===== src/rtl/ps2_key_receiver_if.sv =====
// PS/2 keyboard pins in, decoded scan-code strobe out.
// master = keyboard/test side, slave = ps2_key_receiver.
interface ps2_key_receiver_if;
  logic       ps2_clk;
  logic       ps2_dat;
  logic [7:0] ps2_out;
  logic       ps2_key_pressed;
  logic       ps2_ext;
  logic       frame_err;

  modport master (
    output ps2_clk, ps2_dat,
    input  ps2_out, ps2_key_pressed, ps2_ext, frame_err
  );

  modport slave (
    input  ps2_clk, ps2_dat,
    output ps2_out, ps2_key_pressed, ps2_ext, frame_err
  );
endinterface


===== src/rtl/ps2_key_receiver.sv =====
// PS/2 device-to-host frame receiver with E0/F0 prefix tracking, iVGA_CLK domain.
// Define PS2_BREAK_FILTER_EN to swallow E0/F0 prefixes and break codes (make codes only).
module ps2_key_receiver #(
  parameter int FILTER_LEN     = 8,
  parameter int TIMEOUT_CYCLES = 25000
) (
  input  logic              iVGA_CLK,
  input  logic              iRST_n,
  ps2_key_receiver_if.slave bus
);

  localparam int FW = $clog2(FILTER_LEN + 1);
  localparam logic [FW-1:0] FLT_MAX = FW'(FILTER_LEN);
  localparam logic [14:0]   TMO_MAX = 15'(TIMEOUT_CYCLES);

  localparam logic [1:0] IDLE   = 2'd0;
  localparam logic [1:0] DATA   = 2'd1;
  localparam logic [1:0] PARITY = 2'd2;
  localparam logic [1:0] STOP   = 2'd3;

  localparam logic [7:0] CODE_EXT = 8'hE0;
  localparam logic [7:0] CODE_BRK = 8'hF0;

  logic [1:0]    clk_sync, dat_sync;
  logic          clk_s, dat_s;
  logic          filt, filt_d, fall;
  logic [FW-1:0] fcnt, fcnt_nxt;

  logic [1:0]    state;
  logic [2:0]    bitcnt;
  logic [7:0]    shreg;
  logic          par_bit;
  logic [14:0]   tmo;
  logic          tmo_hit, byte_ok, frame_bad;

  logic [7:0]    out_q;
  logic          kp_q, ext_q, err_q, ext_pending;

  // ---------------- synchronizers ----------------
  always_ff @(posedge iVGA_CLK or negedge iRST_n) begin
    if (!iRST_n) begin
      clk_sync <= 2'b11;
      dat_sync <= 2'b11;
    end else begin
      clk_sync <= {clk_sync[0], bus.ps2_clk};
      dat_sync <= {dat_sync[0], bus.ps2_dat};
    end
  end

  assign clk_s = clk_sync[1];
  assign dat_s = dat_sync[1];

  // ---------------- clock de-glitch filter ----------------
  assign fcnt_nxt = (fcnt == FLT_MAX) ? fcnt : fcnt + 1'b1;

  always_ff @(posedge iVGA_CLK or negedge iRST_n) begin
    if (!iRST_n) begin
      filt   <= 1'b1;
      filt_d <= 1'b1;
      fcnt   <= '0;
    end else begin
      filt_d <= filt;
      if (clk_s == filt) begin
        fcnt <= '0;
      end else if (fcnt_nxt == FLT_MAX) begin
        filt <= clk_s;
        fcnt <= '0;
      end else begin
        fcnt <= fcnt_nxt;
      end
    end
  end

  assign fall = filt_d & ~filt;

  // ---------------- frame FSM ----------------
  // fall clears the watchdog in the same cycle, so it always wins over a timeout.
  assign tmo_hit   = (state != IDLE) && !fall && (tmo == TMO_MAX);
  assign byte_ok   = fall && (state == STOP) && dat_s && (^{shreg, par_bit});
  assign frame_bad = tmo_hit || (fall && (state == STOP) && !(dat_s && (^{shreg, par_bit})));

  always_ff @(posedge iVGA_CLK or negedge iRST_n) begin
    if (!iRST_n) begin
      tmo <= '0;
    end else if (state == IDLE || fall) begin
      tmo <= '0;
    end else if (tmo != '1) begin
      tmo <= tmo + 1'b1;
    end
  end

  always_ff @(posedge iVGA_CLK or negedge iRST_n) begin
    if (!iRST_n) begin
      state   <= IDLE;
      bitcnt  <= '0;
      shreg   <= '0;
      par_bit <= 1'b0;
    end else if (fall) begin
      case (state)
        IDLE: begin
          // a high bit here is a stray edge, not a start bit
          if (!dat_s) begin
            state  <= DATA;
            bitcnt <= '0;
          end
        end
        DATA: begin
          shreg  <= {dat_s, shreg[7:1]};
          bitcnt <= bitcnt + 1'b1;
          if (bitcnt == 3'd7) state <= PARITY;
        end
        PARITY: begin
          par_bit <= dat_s;
          state   <= STOP;
        end
        default: state <= IDLE;
      endcase
    end else if (tmo_hit) begin
      state <= IDLE;
    end
  end

  // ---------------- byte delivery / prefix tracking ----------------
`ifdef PS2_BREAK_FILTER_EN
  logic brk_pending;

  always_ff @(posedge iVGA_CLK or negedge iRST_n) begin
    if (!iRST_n) begin
      out_q       <= 8'h00;
      kp_q        <= 1'b0;
      ext_q       <= 1'b0;
      err_q       <= 1'b0;
      ext_pending <= 1'b0;
      brk_pending <= 1'b0;
    end else begin
      kp_q  <= 1'b0;
      err_q <= 1'b0;
      if (frame_bad) begin
        err_q       <= 1'b1;
        ext_pending <= 1'b0;
        brk_pending <= 1'b0;
      end else if (byte_ok) begin
        // the byte after F0 is a break code: drop it and end the sequence
        if (brk_pending) begin
          brk_pending <= 1'b0;
          ext_pending <= 1'b0;
        end else if (shreg == CODE_EXT) begin
          ext_pending <= 1'b1;
        end else if (shreg == CODE_BRK) begin
          brk_pending <= 1'b1;
        end else begin
          out_q       <= shreg;
          ext_q       <= ext_pending;
          kp_q        <= 1'b1;
          ext_pending <= 1'b0;
        end
      end
    end
  end
`else
  always_ff @(posedge iVGA_CLK or negedge iRST_n) begin
    if (!iRST_n) begin
      out_q       <= 8'h00;
      kp_q        <= 1'b0;
      ext_q       <= 1'b0;
      err_q       <= 1'b0;
      ext_pending <= 1'b0;
    end else begin
      kp_q  <= 1'b0;
      err_q <= 1'b0;
      if (frame_bad) begin
        err_q       <= 1'b1;
        ext_pending <= 1'b0;
      end else if (byte_ok) begin
        // every byte is delivered; E0 still flags the byte after it
        out_q       <= shreg;
        ext_q       <= ext_pending;
        kp_q        <= 1'b1;
        ext_pending <= (shreg == CODE_EXT);
      end
    end
  end
`endif

  assign bus.ps2_out         = out_q;
  assign bus.ps2_key_pressed = kp_q;
  assign bus.ps2_ext         = ext_q;
  assign bus.frame_err       = err_q;

endmodule


===== src/flat_wrapper.sv =====
// flat-port wrapper written by rule: the top's interface ports become plain ports
module ps2_key_receiver_flat 
#(
  parameter int FILTER_LEN     = 8,
  parameter int TIMEOUT_CYCLES = 25000
)
  (iVGA_CLK, iRST_n, bus_ps2_clk, bus_ps2_dat, bus_ps2_out, bus_ps2_key_pressed, bus_ps2_ext, bus_frame_err);
  ps2_key_receiver_if bus_i ();
  input  logic iVGA_CLK;
  input  logic iRST_n;
  input wire logic [$bits(bus_i.ps2_clk)-1:0] bus_ps2_clk;
  input wire logic [$bits(bus_i.ps2_dat)-1:0] bus_ps2_dat;
  output wire logic [$bits(bus_i.ps2_out)-1:0] bus_ps2_out;
  output wire logic [$bits(bus_i.ps2_key_pressed)-1:0] bus_ps2_key_pressed;
  output wire logic [$bits(bus_i.ps2_ext)-1:0] bus_ps2_ext;
  output wire logic [$bits(bus_i.frame_err)-1:0] bus_frame_err;
  assign bus_i.ps2_clk = bus_ps2_clk;
  assign bus_i.ps2_dat = bus_ps2_dat;
  assign bus_ps2_out = bus_i.ps2_out;
  assign bus_ps2_key_pressed = bus_i.ps2_key_pressed;
  assign bus_ps2_ext = bus_i.ps2_ext;
  assign bus_frame_err = bus_i.frame_err;
  ps2_key_receiver #(.FILTER_LEN(FILTER_LEN), .TIMEOUT_CYCLES(TIMEOUT_CYCLES)) u_core (.iVGA_CLK(iVGA_CLK), .iRST_n(iRST_n), .bus(bus_i));
endmodule

===== config.mk =====
export PLATFORM = sky130hd
export DESIGN_NAME = ps2_key_receiver_flat
export DESIGN_NICKNAME = d
export VERILOG_FILES = /design/src/rtl/ps2_key_receiver_if.sv /design/src/rtl/ps2_key_receiver.sv /design/src/flat_wrapper.sv
export SDC_FILE = /design/constraint.sdc
export NUM_CORES = 1
export LEC_CHECK = 0
export ABC_CLOCK_PERIOD_IN_PS = 2100
export CORE_ASPECT_RATIO = 1.5
export CORE_UTILIZATION = 35
export CTS_CLUSTER_SIZE = 8
export DETAILED_ROUTE_END_ITERATION = 8
export PLACE_DENSITY = 0.5
export SETUP_SLACK_MARGIN = 0.2
export SLEW_MARGIN = 15
export SYNTH_ARGS = -nofsm -noshare
export SYNTH_HDL_FRONTEND = slang
export SYNTH_SLANG_ARGS = --single-unit

===== constraint.sdc =====
create_clock -name iVGA_CLK -period 2.1 [get_ports iVGA_CLK]
set_input_delay 0.315 -clock iVGA_CLK [delete_from_list [all_inputs] [get_ports iVGA_CLK]]
set_output_delay 0.315 -clock iVGA_CLK [all_outputs]
set_load 0.03 [all_outputs]

==> impl_metrics.ini, run 1 <==
[run_status]
status = completed

[routing]
ant_nets = 0
via_per_inst = 4.952
drt-initial-drc-count = 37
post_drt_wl_per_cell_um = 13.16
drc_errors = 0
dr.pass1.iters = 4
route.vias.total = 1560
wl_mm = 4.144

[setup_path]
end_kind = flop
crit_required_ns = 2.29
timing.reg2reg.setup_slack_ns = 0.19
cp-start-kind = flop
path_max_fanout = 11
arrival_ns = 2.10
crit_type = reg2reg

[die]
placementRows = 36
dieArea_mm2 = 0.007312
initial_core_util_pct = 36.83
die_w_um = 70.16
fp.dieH_um = 104.2
pin_count = 15
core_area_mm2 = 0.006621

[placed_design]
dp_hpwl_mm = 2.931
dp_cells = 307
io_buffers = 14
gp_congestion = 0.7761

[global_route]
grt_usage_pct = 12.33
antenna_found_initial = 0
grt_pass1_vias = 1561
grt_pass1_wl_mm = 7.224
grt_max_degree = 52
gr-total-overflow = 0

[layout]
multiInputGateArea_mm2 = 0.001116
n_fill_cell = 636
syn_to_final_growth_pct = 17.65
antenna-diode-count = 0
mostFrequentLayoutCell = dfrtp_1
fin_cells = 315
nets = 252
seq_area_mm2 = 0.001285
drive_gt1_share_pct = 21.76
final_cell_mix = 44 x dfrtp_1, 18 x nor2_1, 17 x nand2_1

[sta]
maxSlewViolCount = 0
rsz0062_at_grt = yes
setup_tns_ns = 0
hold_viol = 0
final.setup_skew_ns = 0.008454
setup_viol = 0
min_period_ns = 1.913
slew_headroom_pct = 57.26
fin_crit_sh_pct = 91.10
worst_slew_pin_slew_ns = 0.6411
fmax_mhz = 522.7

[worst_hold_path]
hold_class = in2async

[clock_network]
insertion_delay_ns = 0.30
cts_made_buffers = 5
cts_sinks = 51
cts_tree = yes
clkTransAtPathRegs_ns = 0.10
clk_path_buf_depth = 2
cts.htree.levels = 2
post_cts_buffers = 0
root_buffer = clkbuf_8

[synthesis]
synth-main-ff-cell = dfrtp_1
synthArstFlopShare_pct = 100.0
synth_seq_cells = 51
syn-instance-count = 210
synth.largest_area_cell = dfrtp_1
syn-cell-area_mm2 = 0.002439
synth_edf_count = 0
yosysWarningCount = 0
synthTopCellsByArea = dfrtp_1 46%, dfstp_2 6.5%, xnor2_1 5.4%
syn_nets = 224
synthDistinctLibCells = 38
yosysSeqAreaShare_pct = 52.64
synth_area_per_cell_um2 = 11.61
synth_top_area_share_pct = 46.18

[power]
leakage_uw = 0.001293
power.density_cell_area_mw_per_mm2 = 635.3
vdd_drop_max_uv = 327.2

[job]
drv_cap = 0
## Yosys cell counts, types with 3 or more instances
cell type  instances
nor3_1             8
a211oi_1           3
dfstp_2            6
a21oi_1            6
inv_1              8
nand3_1            5
mux2_4             8
mux2_2            11
xor2_1             3
ha_1              10
nand2_1           17
nor2_1            18
o21ai_0            4
nor4_1             3
nor2b_1            4
xnor2_1           15
dfrtp_1           45
nand4_1            7
## worst paths after layout
check / start / endpoint / depth (start not counted)
setup / recovery: u_core.shreg[1]$_DFFE_PN0P_ / u_core.bus.ps2_ext$_DFFE_PN0P_ / 6
hold / removal: iRST_n / u_core.bus.ps2_out[7]$_DFFE_PN0P_ / 2
setup reg to reg: u_core.shreg[1]$_DFFE_PN0P_ / u_core.bus.ps2_ext$_DFFE_PN0P_ / 6
hold reg to reg: u_core.dat_sync[0]$_DFF_PN1_ / u_core.dat_sync[1]$_DFF_PN1_ / 0
max in group asynchronous: iRST_n / u_core.shreg[3]$_DFFE_PN0P_ / 2
min in group iVGA_CLK: u_core.dat_sync[0]$_DFF_PN1_ / u_core.dat_sync[1]$_DFF_PN1_ / 0
## cell type report
type / instances / share of cell area (%)
Sequential cell: 51 / 44.79
Multi-Input combinational cell: 147 / 38.90
Timing Repair Buffer: 25 / 8.024
Tap cell: 76 / 3.314
Clock buffer: 5 / 2.399
Clock inverter: 3 / 1.526
Inverter: 8 / 1.047
## logic make-up (layout without fill, tap and decap cells)
group | after synthesis | after routing | synth area share (%)
buffers and inverters | 12 | 41 | 2.206
AO/OA/AOI/OAI | 24 | 24 | 6.773
flip-flops | 51 | 51 | 52.64
AND/OR/NAND/NOR | 73 | 73 | 15.03
adder cells (fa/ha/maj) | 10 | 10 | 5.131
XOR/XNOR | 19 | 19 | 7.389
multiplexers | 21 | 21 | 10.83
## worst max-delay path, stage by stage, from the launching register on
cell	delay (ns)
dfrtp_1	0.40
xor2_1	0.16
xnor3_1	0.44
xnor2_2	0.17
nand4_1	0.16
buf_12	0.19
mux2_4	0.29
## layer usage
layer,vias up,part of all wire [%],global-route usage [%]
met4,0,1.3,4.286
met1,751,45,14.80
met3,4,1.6,2.326
met5,-,0,0
li1,792,-,-
met2,13,52,21.70
## where the power goes
part / leakage, uW / switching [uW] / internal (uW)
clock: 0.0000581 / 322 / 355
sequential: 0.000687 / 20.1 / 1010
combinational: 0.000547 / 66.8 / 49.2
total: 0.00129 / 409 / 1410
## sequential cells by signal, summed over array words and instances, names as in the netlist
signal / flops
u_core.ext_pending: 1
u_core.fcnt: 4
u_core.filt_d: 1
u_core.state: 2
u_core.shreg: 8
u_core.tmo: 15
u_core.par_bit: 1
u_core.dat_sync: 2
u_core.bus.frame_err: 1
u_core.bus.ps2_ext: 1
u_core.filt: 1
u_core.bus.ps2_key_pressed: 1
u_core.bitcnt: 3
u_core.bus.ps2_out: 8
u_core.clk_sync: 2
## through the flow
| stage | worst slack [ns] | power, uW | util (%) | cell area, um2 | hold WS [ns] |
|---|---|---|---|---|---|
| 2_1_floorplan | 0.2244 | 1119 | - | 2439 | 0.01941 |
| 3_3_place_gp | 0.1167 | 1169 | 41.38 | 2740 | 0.3468 |
| 3_5_place_dp | 0.1164 | 1168 | 41.38 | 2740 | 0.3470 |
| 4_1_cts | 0.1622 | 1862 | 43.33 | 2869 | 0.1464 |
| 5_1_grt | 0.09593 | 1915 | 43.33 | 2869 | 0.1801 |
| 6_report | 0.1869 | 1823 | 43.33 | 2869 | 0.1222 |
## repair_timing
| action | CTS | global route |
|---|---|---|
| hold buffers | 0 | 0 |
| gates resized for setup | 3 | 0 |
| pin swaps | 3 | 0 |
| endpoints found under the setup margin | 9 | 9 |
Note: power is estimated with default switching activity, not from simulation.
==> inputs of run 2 (changes only) <==
--- a/config.mk
+++ b/config.mk
@@ -8,6 +8,7 @@
 export ABC_CLOCK_PERIOD_IN_PS = 2100
 export CORE_ASPECT_RATIO = 1.5
 export CORE_UTILIZATION = 35
+export CTS_BUF_LIST = sky130_fd_sc_hd__clkbuf_4
 export CTS_CLUSTER_SIZE = 8
 export DETAILED_ROUTE_END_ITERATION = 8
 export PLACE_DENSITY = 0.5
==> impl_metrics.ini, run 2 (synthesis results as in run 1) <==
[run_status]
status = completed

[routing]
wl_mm = 4.241
post_drt_wl_per_cell_um = 13.34
route.vias.total = 1586
via_per_inst = 4.987
drt-initial-drc-count = 41
drc_errors = 0
ant_nets = 0
dr.pass1.iters = 4

[layout]
seq_area_mm2 = 0.001284
syn_to_final_growth_pct = 17.24
nets = 255
antenna-diode-count = 0
n_fill_cell = 642
post-route-util_pct = 43.18
largest_reg_flops = 15
drive_gt1_share_pct = 22.31
mostFrequentLayoutCell = dfrtp_1
multiInputGateArea_mm2 = 0.001116
final_cell_mix = 45 x dfrtp_1, 18 x nor2_1, 17 x nand2_1
regMostFlops = u_core.tmo

[power]
power_uw = 1711
leakage_uw = 0.001298
vdd_drop_max_uv = 207.9
power.density_cell_area_mw_per_mm2 = 598.4

[clock_network]
cts.htree.levels = 2
insertion_delay_ns = 0.37
root_buffer = clkbuf_4
cts_made_buffers = 5
clkTransAtPathRegs_ns = 0.16
cts_sinks = 51
cts_hold_buf = 0
clk_path_buf_depth = 2
cts_tree = yes

[sta]
fin_crit_sh_pct = 92.55
setup_tns_ns = 0
final.setup_skew_ns = 0.01533
whs_ns = 0.04022
setup_viol = 0
maxSlewViolCount = 0
rsz0062_at_grt = yes
slew_headroom_pct = 56.65
min_period_ns = 1.943
hold_viol = 0
worst_slew_pin_slew_ns = 0.6502
fmax_mhz = 514.5

[setup_path]
crit_buf_inv = 1
cp-start-kind = flop
critPathSlowestCell = xnor3_1
timing.reg2reg.setup_slack_ns = 0.16
cp_top_family = XOR/XNOR gates
max_stage_delay_ns = 0.44
arrival_ns = 2.20
crit_required_ns = 2.36
worstPathCellList = xor2_1 -> xnor3_1 -> xnor2_2 -> nand4_1 -> buf_12 -> mux2_4
crit_type = reg2reg
end_kind = flop
path_max_fanout = 11

[die]
dieArea_mm2 = 0.007312
initial_core_util_pct = 36.83
placementRows = 36
core_area_mm2 = 0.006621
die_w_um = 70.16
pin_count = 15
fp.dieH_um = 104.2

[global_route]
gr-total-overflow = 0
grt_pass1_wl_mm = 7.376
antenna_found_initial = 0
grt_max_degree = 52
grt_pass1_vias = 1588
grt_usage_pct = 12.56

[worst_hold_path]
hold_class = in2async

[placed_design]
dp_hpwl_mm = 2.931
io_buffers = 14
gp_congestion = 0.7761

[job]
drv_cap = 0
run 2: changes by cell type in the layout (fill, tap and decap cells not counted):
cell / delta
clkbuf_4: +5
buf_4: +3
dfrtp_1: +1
clkbuf_8: -5
dfrtp_2: -1
run 2: layer usage:
layer,GRT usage (%),wire [um]
met2,22.32,2215
met1,14.93,1845
met5,0,0
met4,4.286,87
met3,2.326,93
run 2: layout make-up:
type | count | area share [%]
flip-flops and latches | 51 | 44.90
multi-input cells | 147 | 39.04
repair buffers | 28 | 8.840
well taps | 76 | 3.326
clock inverters | 3 | 1.532
clock buffers | 5 | 1.313
inverters | 8 | 1.050
run 2: through the flow:
step                      area (um2)  instances  setup slack, ns
after floorplan                 2439        210           0.2244
after global placement          2740        307           0.1167
after detailed placement        2740        307           0.1164
after CTS                       2851        318           0.1245
after global routing            2859        318          0.06410
final                           2859        318           0.1565
run 2: what timing repair did:
| item | in CTS | in global routing |
|---|---|---|
| setup buffers | 3 | 0 |
| cloned | 0 | 0 |
| setup endpoints to repair | 9 | 10 |
| pin swaps | 3 | 2 |
| gates resized for setup | 1 | 1 |
run 2: worst reg2reg max path: stages, from the launching register on:
cell and delay (ns):
dfrtp_1 0.42, xor2_1 0.16, xnor3_1 0.44, xnor2_2 0.18, nand4_1 0.17, buf_12 0.19, mux2_4 0.29
run 2: power by group:
part	switching [uW]	leakage [uW]	internal, uW
Clock	313	0.0000452	251
Combinational	67.0	0.000564	49.4
Sequential	20.1	0.000689	1010
run 2: final timing paths:
kind / start / end / depth (start not counted)
worst max-delay path: u_core.shreg[1]$_DFFE_PN0P_ / u_core.bus.ps2_ext$_DFFE_PN0P_ / 6
worst min-delay path: iRST_n / u_core.bus.ps2_out[7]$_DFFE_PN0P_ / 2
worst max register to register: u_core.shreg[1]$_DFFE_PN0P_ / u_core.bus.ps2_ext$_DFFE_PN0P_ / 6
min in group iVGA_CLK: bus_ps2_dat / u_core.dat_sync[0]$_DFF_PN1_ / 1
worst min register to register: u_core.clk_sync[0]$_DFF_PN1_ / u_core.clk_sync[1]$_DFF_PN1_ / 0
max in group asynchronous: iRST_n / u_core.tmo[8]$_DFFE_PN0P_ / 2
